`src/rtl/v_hier_arb.sv`:
```
// v_hier_arb: round-robin arbiter/sequencer sharing one 3-lane v_hier_sub datapath among NREQ requesters.
// Optional locked bursts are enabled by defining V_HIER_ARB_LOCK_EN.
module v_hier_arb #(
  parameter int NREQ     = 4,
  parameter int SETTLE   = 2,
  parameter int LOCK_MAX = 4
) (
  input  logic              clk,
  input  logic              reset,
  input  logic [NREQ-1:0]   req,
  input  logic [3*NREQ-1:0] req_a,
`ifdef V_HIER_ARB_LOCK_EN
  input  logic [NREQ-1:0]   lock,
`endif
  output logic [NREQ-1:0]   gnt,
  output logic              rsp_valid,
  output logic [2:0]        rsp_q,
  output logic              busy,
  output logic [2:0]        avec,
  input  logic [2:0]        qvec
);
  localparam int PW = $clog2(NREQ);
  localparam int CW = $clog2(SETTLE + 1);
  typedef enum logic [1:0] {IDLE, DRIVE, RESP} state_t;
  state_t          state_q, state_d;
  logic [NREQ-1:0] gnt_q, gnt_d;
  logic [2:0]      avec_q, avec_d, res_q, res_d;
  logic [CW-1:0]   cnt_q, cnt_d;
  logic [PW-1:0]   ptr_q, ptr_d, win_q, win_d, pick, idx;
  logic            found, stay;
  always_comb begin
    found = 1'b0;
    pick = '0;
    idx = '0;
    for (int k = 1; k <= NREQ; k++) begin
      idx = PW'((int'(ptr_q) + k) % NREQ);
      if (!found && req[idx]) begin
        found = 1'b1;
        pick = idx;
      end
    end
  end
`ifdef V_HIER_ARB_LOCK_EN
  localparam int BW = $clog2(LOCK_MAX + 1);
  logic [BW-1:0] burst_q;
  assign stay = lock[win_q] && req[win_q] && (burst_q < BW'(LOCK_MAX - 1));
  always_ff @(posedge clk) begin
    if (reset) burst_q <= '0;
    else if (state_q == RESP) burst_q <= stay ? burst_q + BW'(1) : '0;
  end
`else
  assign stay = 1'b0;
`endif
  always_comb begin
    state_d = state_q;
    gnt_d = gnt_q;
    avec_d = avec_q;
    res_d = res_q;
    cnt_d = cnt_q;
    ptr_d = ptr_q;
    win_d = win_q;
    case (state_q)
      IDLE: if (found) begin
        state_d = DRIVE;
        gnt_d = '0;
        gnt_d[pick] = 1'b1;
        avec_d = req_a[3*pick +: 3];
        cnt_d = CW'(SETTLE - 1);
        win_d = pick;
      end
      DRIVE: if (cnt_q != '0) cnt_d = cnt_q - CW'(1);
        else begin
          res_d = qvec;
          state_d = RESP;
        end
      RESP: if (stay) begin
        // locked burst: keep the grant and pointer, take a fresh operand
        state_d = DRIVE;
        avec_d = req_a[3*win_q +: 3];
        cnt_d = CW'(SETTLE - 1);
      end else begin
        state_d = IDLE;
        gnt_d = '0;
        avec_d = '0;
        ptr_d = win_q;
      end
      default: state_d = IDLE;
    endcase
  end
  always_ff @(posedge clk) begin
    if (reset) begin
      state_q <= IDLE;
      gnt_q <= '0;
      avec_q <= '0;
      res_q <= '0;
      cnt_q <= '0;
      ptr_q <= PW'(NREQ - 1);
      win_q <= '0;
    end else begin
      state_q <= state_d;
      gnt_q <= gnt_d;
      avec_q <= avec_d;
      res_q <= res_d;
      cnt_q <= cnt_d;
      ptr_q <= ptr_d;
      win_q <= win_d;
    end
  end
  assign gnt = gnt_q;
  assign avec = avec_q;
  assign rsp_q = res_q;
  assign rsp_valid = (state_q == RESP);
  assign busy = (state_q != IDLE);
endmodule

```
`config.mk`:
```
export PLATFORM = sky130hd
export DESIGN_NAME = v_hier_arb
export DESIGN_NICKNAME = d
export VERILOG_FILES = /design/src/rtl/v_hier_arb.sv
export SDC_FILE = /design/constraint.sdc
export NUM_CORES = 1
export LEC_CHECK = 0
export ABC_AREA = 1
export CORE_UTILIZATION = 46
export DETAILED_ROUTE_END_ITERATION = 8
export PLACE_DENSITY = 0.78
export REMOVE_ABC_BUFFERS = 1
export SYNTH_ARGS = -nofsm -noshare
export SYNTH_HDL_FRONTEND = slang
export SYNTH_SLANG_ARGS = --single-unit
```
`constraint.sdc`:
```
create_clock -name clk -period 2.1 [get_ports clk]
set_clock_uncertainty 0.15 [all_clocks]
set_input_delay 0.42 -clock clk [delete_from_list [all_inputs] [get_ports clk]]
set_output_delay 0.42 -clock clk [all_outputs]
set_load 0.01 [all_outputs]
```
==> results of run 1 <==
## routing by layer
metal  GRT usage (%)  vias to the layer above  share of wire, %
li1                -                      620                 -
met1            27.2                      524                44
met2            40.7                       31                51
met3            3.57                        2               3.7
met4            9.01                        0              0.63
met5               0                        -                 0
## synthesized netlist by cell type (all sizes together)
cell / number / area [um^2]
a21oi: 13 / 87.6
inv: 16 / 65.1
nor2: 9 / 43.8
nand3: 13 / 95.1
o211ai: 2 / 15.0
a31oi: 1 / 6.26
o21ai: 6 / 37.5
nand4: 6 / 37.5
dfxtp: 18 / 360
o31ai: 1 / 7.51
buf: 1 / 11.3
ha: 1 / 12.5
clkbuf: 1 / 3.75
nand2: 77 / 339
## repair_timing
action	4_1_cts	5_1_grt
gates resized for setup	0	8
setup endpoints to repair	0	11
setup buffers	0	0
## worst paths after layout
kind	from	end	slack, ns	cells past startpoint
worst max-delay path	state_q[1]$_SDFFE_PP0P_	rsp_valid	0.15	3
worst min-delay path	gnt[3]$_SDFFE_PP0P_	gnt[3]$_SDFFE_PP0P_	0.32	2
worst max register to register	ptr_q[0]$_SDFFE_PP1P_	avec[2]$_SDFFE_PP0P_	0.23	14
worst min register to register	gnt[3]$_SDFFE_PP0P_	gnt[3]$_SDFFE_PP0P_	0.32	2
## registers in the layout (all words and copies together), names as in the netlist
signal	count
gnt	4
avec	3
rsp_q	3
cnt_q	2
ptr_q	2
state_q	2
win_q	2
## per-stage QoR
| step | total power [mW] | instance area [um^2] |
|---|---|---|
| after floorplan | 0.937 | 1110 |
| after global placement | 1.18 | 1510 |
| after detailed placement | 1.21 | 1510 |
| after CTS | 1.42 | 1540 |
| after global routing | 1.53 | 1560 |
| final | 1.42 | 1560 |
## report_power, final
part | leakage [nW] | switching [mW] | total [mW] | internal, mW
combinational | 0.546 | 0.429 | 0.750 | 0.322
clock | 0.0210 | 0.104 | 0.210 | 0.106
sequential | 0.147 | 0.0465 | 0.462 | 0.415
## cell families (layout without fill, tap and decap cells)
logic type	Yosys count	in the layout	synth area share [%]
buffers and inverters	18	58	7.13
adders and majority gates	1	1	1.11
AOI/OAI and AO/OA	23	23	13.7
and+or+nand+nor	105	105	45.9
DFF	18	18	32.1
## area by class of cell
class,instances,area (um^2),area share (%)
clock buffers,4,36.3,2.32
inverters,16,65.1,4.17
multi-input cells,129,687,44.0
flip-flops and latches,18,365,23.4
well taps,28,35.0,2.24
repair buffers,38,373,23.9
## worst reg2reg max path: stages, from the launching register on
cell,delay [ns]
dfxtp_4,0.42
inv_6,0.07
nand2_1,0.07
nand2_2,0.06
nand2_1,0.10
nand2_2,0.09
nand2_2,0.09
nand3_2,0.15
nand3_4,0.18
nand2_1,0.07
nand2_1,0.07
nand2_1,0.05
nand2_1,0.07
nand2_1,0.06
a21oi_2,0.11
==> results.ini, run 1 <==
[global_route]
grt_usage_pct = 22.9
grt_max_degree = 11
grt_pass1_wl_mm = 4.61
grt_antenna_before_repair = 0
grt_pass1_vias = 1130
grt_overflow_total = 0

[drt]
drt_iter0_markers = 37
wl_per_cell_um = 11.6
vias = 1177
drtAntennaViolNets = 0
firstDrtPassIters = 4
drc_errors = 0
wirelength_mm = 2.70
vias_per_cell = 5.05

[flow_run]
cap_violations = 0

[final_layout]
post-route-util_pct = 69.3
final_cell_mix = 59 x nand2_1, 29 x clkdlybuf4s50_1, 16 x nand2_2, 16 x dfxtp_1, 11 x inv_1
layout_commonest_cell = nand2_1
nets = 228
final_layout_size_suffix_gt1_share_pct = 22.4
antennaDiodeCount = 0
synthToLayoutAreaGrowth_pct = 39.1
fill_cells = 206
finalNonFillerCells = 233

[placement]
io_buffers = 32
hpwl_mm = 2.16
dpl.cell_count = 229
pre_cts_slack_ns = -0.235
gp_congestion = 0.922

[timing]
setup_ws_ns = 0.148
period_share_pct = 93.0
final.setup.tns_ns = 0
rsz0062_at_grt = false
setup_viol = 0
slew_viol_final = 0
fmax_ghz = 0.512
hold_viol_final = 0
tightest_slew_ns = 0.291
slew_headroom_pct = 80.5
min_period_ns = 1.95
hold_ws_ns = 0.321

[floorplanning]
die_h_um = 51.4
initial_core_util_pct = 49.8
rows = 17
ioPinCount = 33
core_area_um2 = 2250
fp.dieArea_um2 = 2640
die_w_um = 51.4

[synthesis]
synth_cell_types = 26
syn_area_um2 = 1120
ys_seq_area_share_pct = 32.1
yosysWarningCount = 0
syn_inst = 165
ys_seq_elements = 18
syn-mean-instance-area_um2 = 6.80

[clocking]
clkSlewWorstSetupHoldPaths_ns = 0.10
clockRootBuffer = clkbuf_4
tritoncts = built
insertion_delay_ns = 0.28
htree_levels = 1
cts.path.max_buffers = 2
postCtsHoldBufs = 0
cts_sinks = 18
cts_buffers = 3

[critical_path]
worstSetupPathType = register to primary output
arrival_ns = 1.38
cp_data_required_time_ns = 1.53
critPathMaxFanout = 3
critPathLaunchType = register
cp-end-kind = primary output
crit_chain = inv_1 -> nor2_1 -> clkdlybuf4s50_1
crit_family = buffers and inverters
max_stage_delay_ns = 0.56
cp_num_buf_inv = 2
worst_path_max_delay_cell = clkdlybuf4s50_1

[power_and_ir_drop]
ir_drop_mv = 0.659
pwr_density_cell_nw_per_um2 = 911
p_leak_nw = 0.715

[worst_hold_path]
hp-class = register to register

[outcome]
outcome = complete, no violations

(Power assumes the default switching activity.)
==> run 2, diff against run 1 <==
- CORE_UTILIZATION: 46 -> 40
- PLACE_DENSITY: 0.78 -> 0.69
==> run 2 against run 1 <==
Effect of this change: final area grew 1.4%; flip-flop and latch count unchanged; combinational power rose by 2%; count of clock-buffer cells in the layout is the same; sequential power is 0.9% lower; non-clock buffer count up 2; register-to-register slack is essentially flat; fmax shrank 1.3%; critical path depth is the same; routed wire length is 1.3% lower; total power rose by 0.42%; critical endpoint is now busy; highest routed layer unchanged.
==> results.ini, run 2 (synthesis gave the netlist of run 1 again) <==
[outcome]
outcome = complete, no violations

[drt]
drtAntennaViolNets = 0
firstDrtPassIters = 4
vias_per_cell = 4.95
drc_errors = 0
wl_per_cell_um = 11.3
drt_iter0_markers = 4
vias = 1174
wirelength_mm = 2.67

[final_layout]
fill_cells = 261
seq_area_um2 = 363
post-route-util_pct = 61.7
final_layout_size_suffix_gt1_share_pct = 23.7
largest_reg_flops = 4
multiInputGateArea_um2 = 694
antennaDiodeCount = 0
finalNonFillerCells = 237
final_cell_mix = 58 x nand2_1, 29 x clkdlybuf4s50_1, 16 x nand2_2, 16 x dfxtp_1, 11 x inv_1
synthToLayoutAreaGrowth_pct = 41.1
layout_commonest_cell = nand2_1
nets = 230

[clocking]
clkSlewWorstSetupHoldPaths_ns = 0.11
post_cts_buffers = 0
tritoncts = built
cts_buffers = 3
htree_levels = 1
insertion_delay_ns = 0.28
cts_sinks = 18
postCtsHoldBufs = 0
clockRootBuffer = clkbuf_4
cts.path.max_buffers = 2

[floorplanning]
die_w_um = 55.0
fp.dieArea_um2 = 3020
core_area_um2 = 2570
rows = 18
initial_core_util_pct = 43.7
die_h_um = 55.0
ioPinCount = 33

[power_and_ir_drop]
pwr_density_cell_nw_per_um2 = 902
ir_drop_mv = 0.516
p_leak_nw = 0.725

[worst_hold_path]
hold_path_end = gnt[0]$_SDFFE_PP0P_
hp-class = register to register
hold_path_depth = 2
min_from = gnt[0]$_SDFFE_PP0P_

[timing]
setup_viol = 0
rsz0062_at_grt = false
hold_viol_final = 0
slew_viol_final = 0
fmax_ghz = 0.506
final.setup.tns_ns = 0
setup_ws_ns = 0.122
slew_headroom_pct = 81.5
hold_ws_ns = 0.327
min_period_ns = 1.98
tightest_slew_ns = 0.276
period_share_pct = 94.2

[placement]
pre_cts_slack_ns = -0.206
io_buffers = 32
hpwl_mm = 2.16
dpl.cell_count = 233
gp_congestion = 0.832

[critical_path]
reg2reg_to = avec[1]$_SDFFE_PP0P_
r2r_slack_ns = 0.23
ff2ff_path_depth = 14
critPathLaunchType = register
max_stage_delay_ns = 0.48
cp_data_required_time_ns = 1.53
crit_chain = nor2_1 -> inv_1 -> clkdlybuf4s50_1
arrival_ns = 1.41
worst_path_max_delay_cell = clkdlybuf4s50_1
r2r_start = ptr_q[0]$_SDFFE_PP1P_
cp-end-kind = primary output
critPathMaxFanout = 4
startpoint = state_q[0]$_SDFFE_PP0P_
worstSetupPathType = register to primary output

[global_route]
grt_usage_pct = 18.9
grt_antenna_before_repair = 0
grt_pass1_wl_mm = 4.20
grt_pass1_vias = 1072
grt_overflow_total = 0
grt_max_degree = 11

[flow_run]
cap_violations = 0

## run 2: changes by cell type in the layout (fill, tap and decap cells not counted)
| cell | change |
|---|---|
| nand2_1 | -1 |
| dfxtp_2 | +1 |
| buf_4 | +2 |
| dfxtp_4 | -1 |
| nand2_4 | +1 |
## run 2: metrics by stage
step	instance area [um^2]	total power [mW]
2_1_floorplan	1110	0.937
3_3_place_gp	1530	1.20
3_5_place_dp	1530	1.22
4_1_cts	1560	1.42
5_1_grt	1580	1.54
6_report	1580	1.43
## run 2: final cells by class
type | count | area share [%]
clock buffer | 4 | 2.29
inverter | 16 | 4.11
multi-input combinational | 129 | 43.8
sequential | 18 | 22.9
tap | 30 | 2.37
timing repair buffer | 40 | 24.5
## run 2: routing by layer
metal,vias up,wire length (um),track usage [%]
met3,2,140,3.28
met5,-,0,0
met2,30,1350,36.3
met1,518,1170,22.1
met4,0,10,2.50
li1,624,-,-
## run 2: worst max path at each step
stage,to,cells past startpoint
after global placement,gnt[2]$_SDFFE_PP0P_,12
after detailed placement,avec[1]$_SDFFE_PP0P_,15
final,busy,3
after CTS,avec[1]$_SDFFE_PP0P_,15
after floorplan,avec[0]$_SDFFE_PP0P_,13
after global routing,avec[1]$_SDFFE_PP0P_,14
## run 2: repair_timing
action,4_1_cts,5_1_grt
hold endpoints to repair,0,0
setup endpoints to repair,0,7
gates resized for setup,0,9
## run 2: critical path: cells and delay by family, from the launching register on
| kind | cells | cell delay, ns |
|---|---|---|
| buffers and inverters | 2 | 0.56 |
| flip-flops | 1 | 0.34 |
| AND/OR/NAND/NOR | 1 | 0.23 |
## run 2: power by group
group | switching [mW] | leakage (nW) | total (mW) | internal (mW)
registers | 0.0424 | 0.147 | 0.458 | 0.415
logic | 0.433 | 0.557 | 0.763 | 0.330
clock network | 0.102 | 0.0210 | 0.207 | 0.105
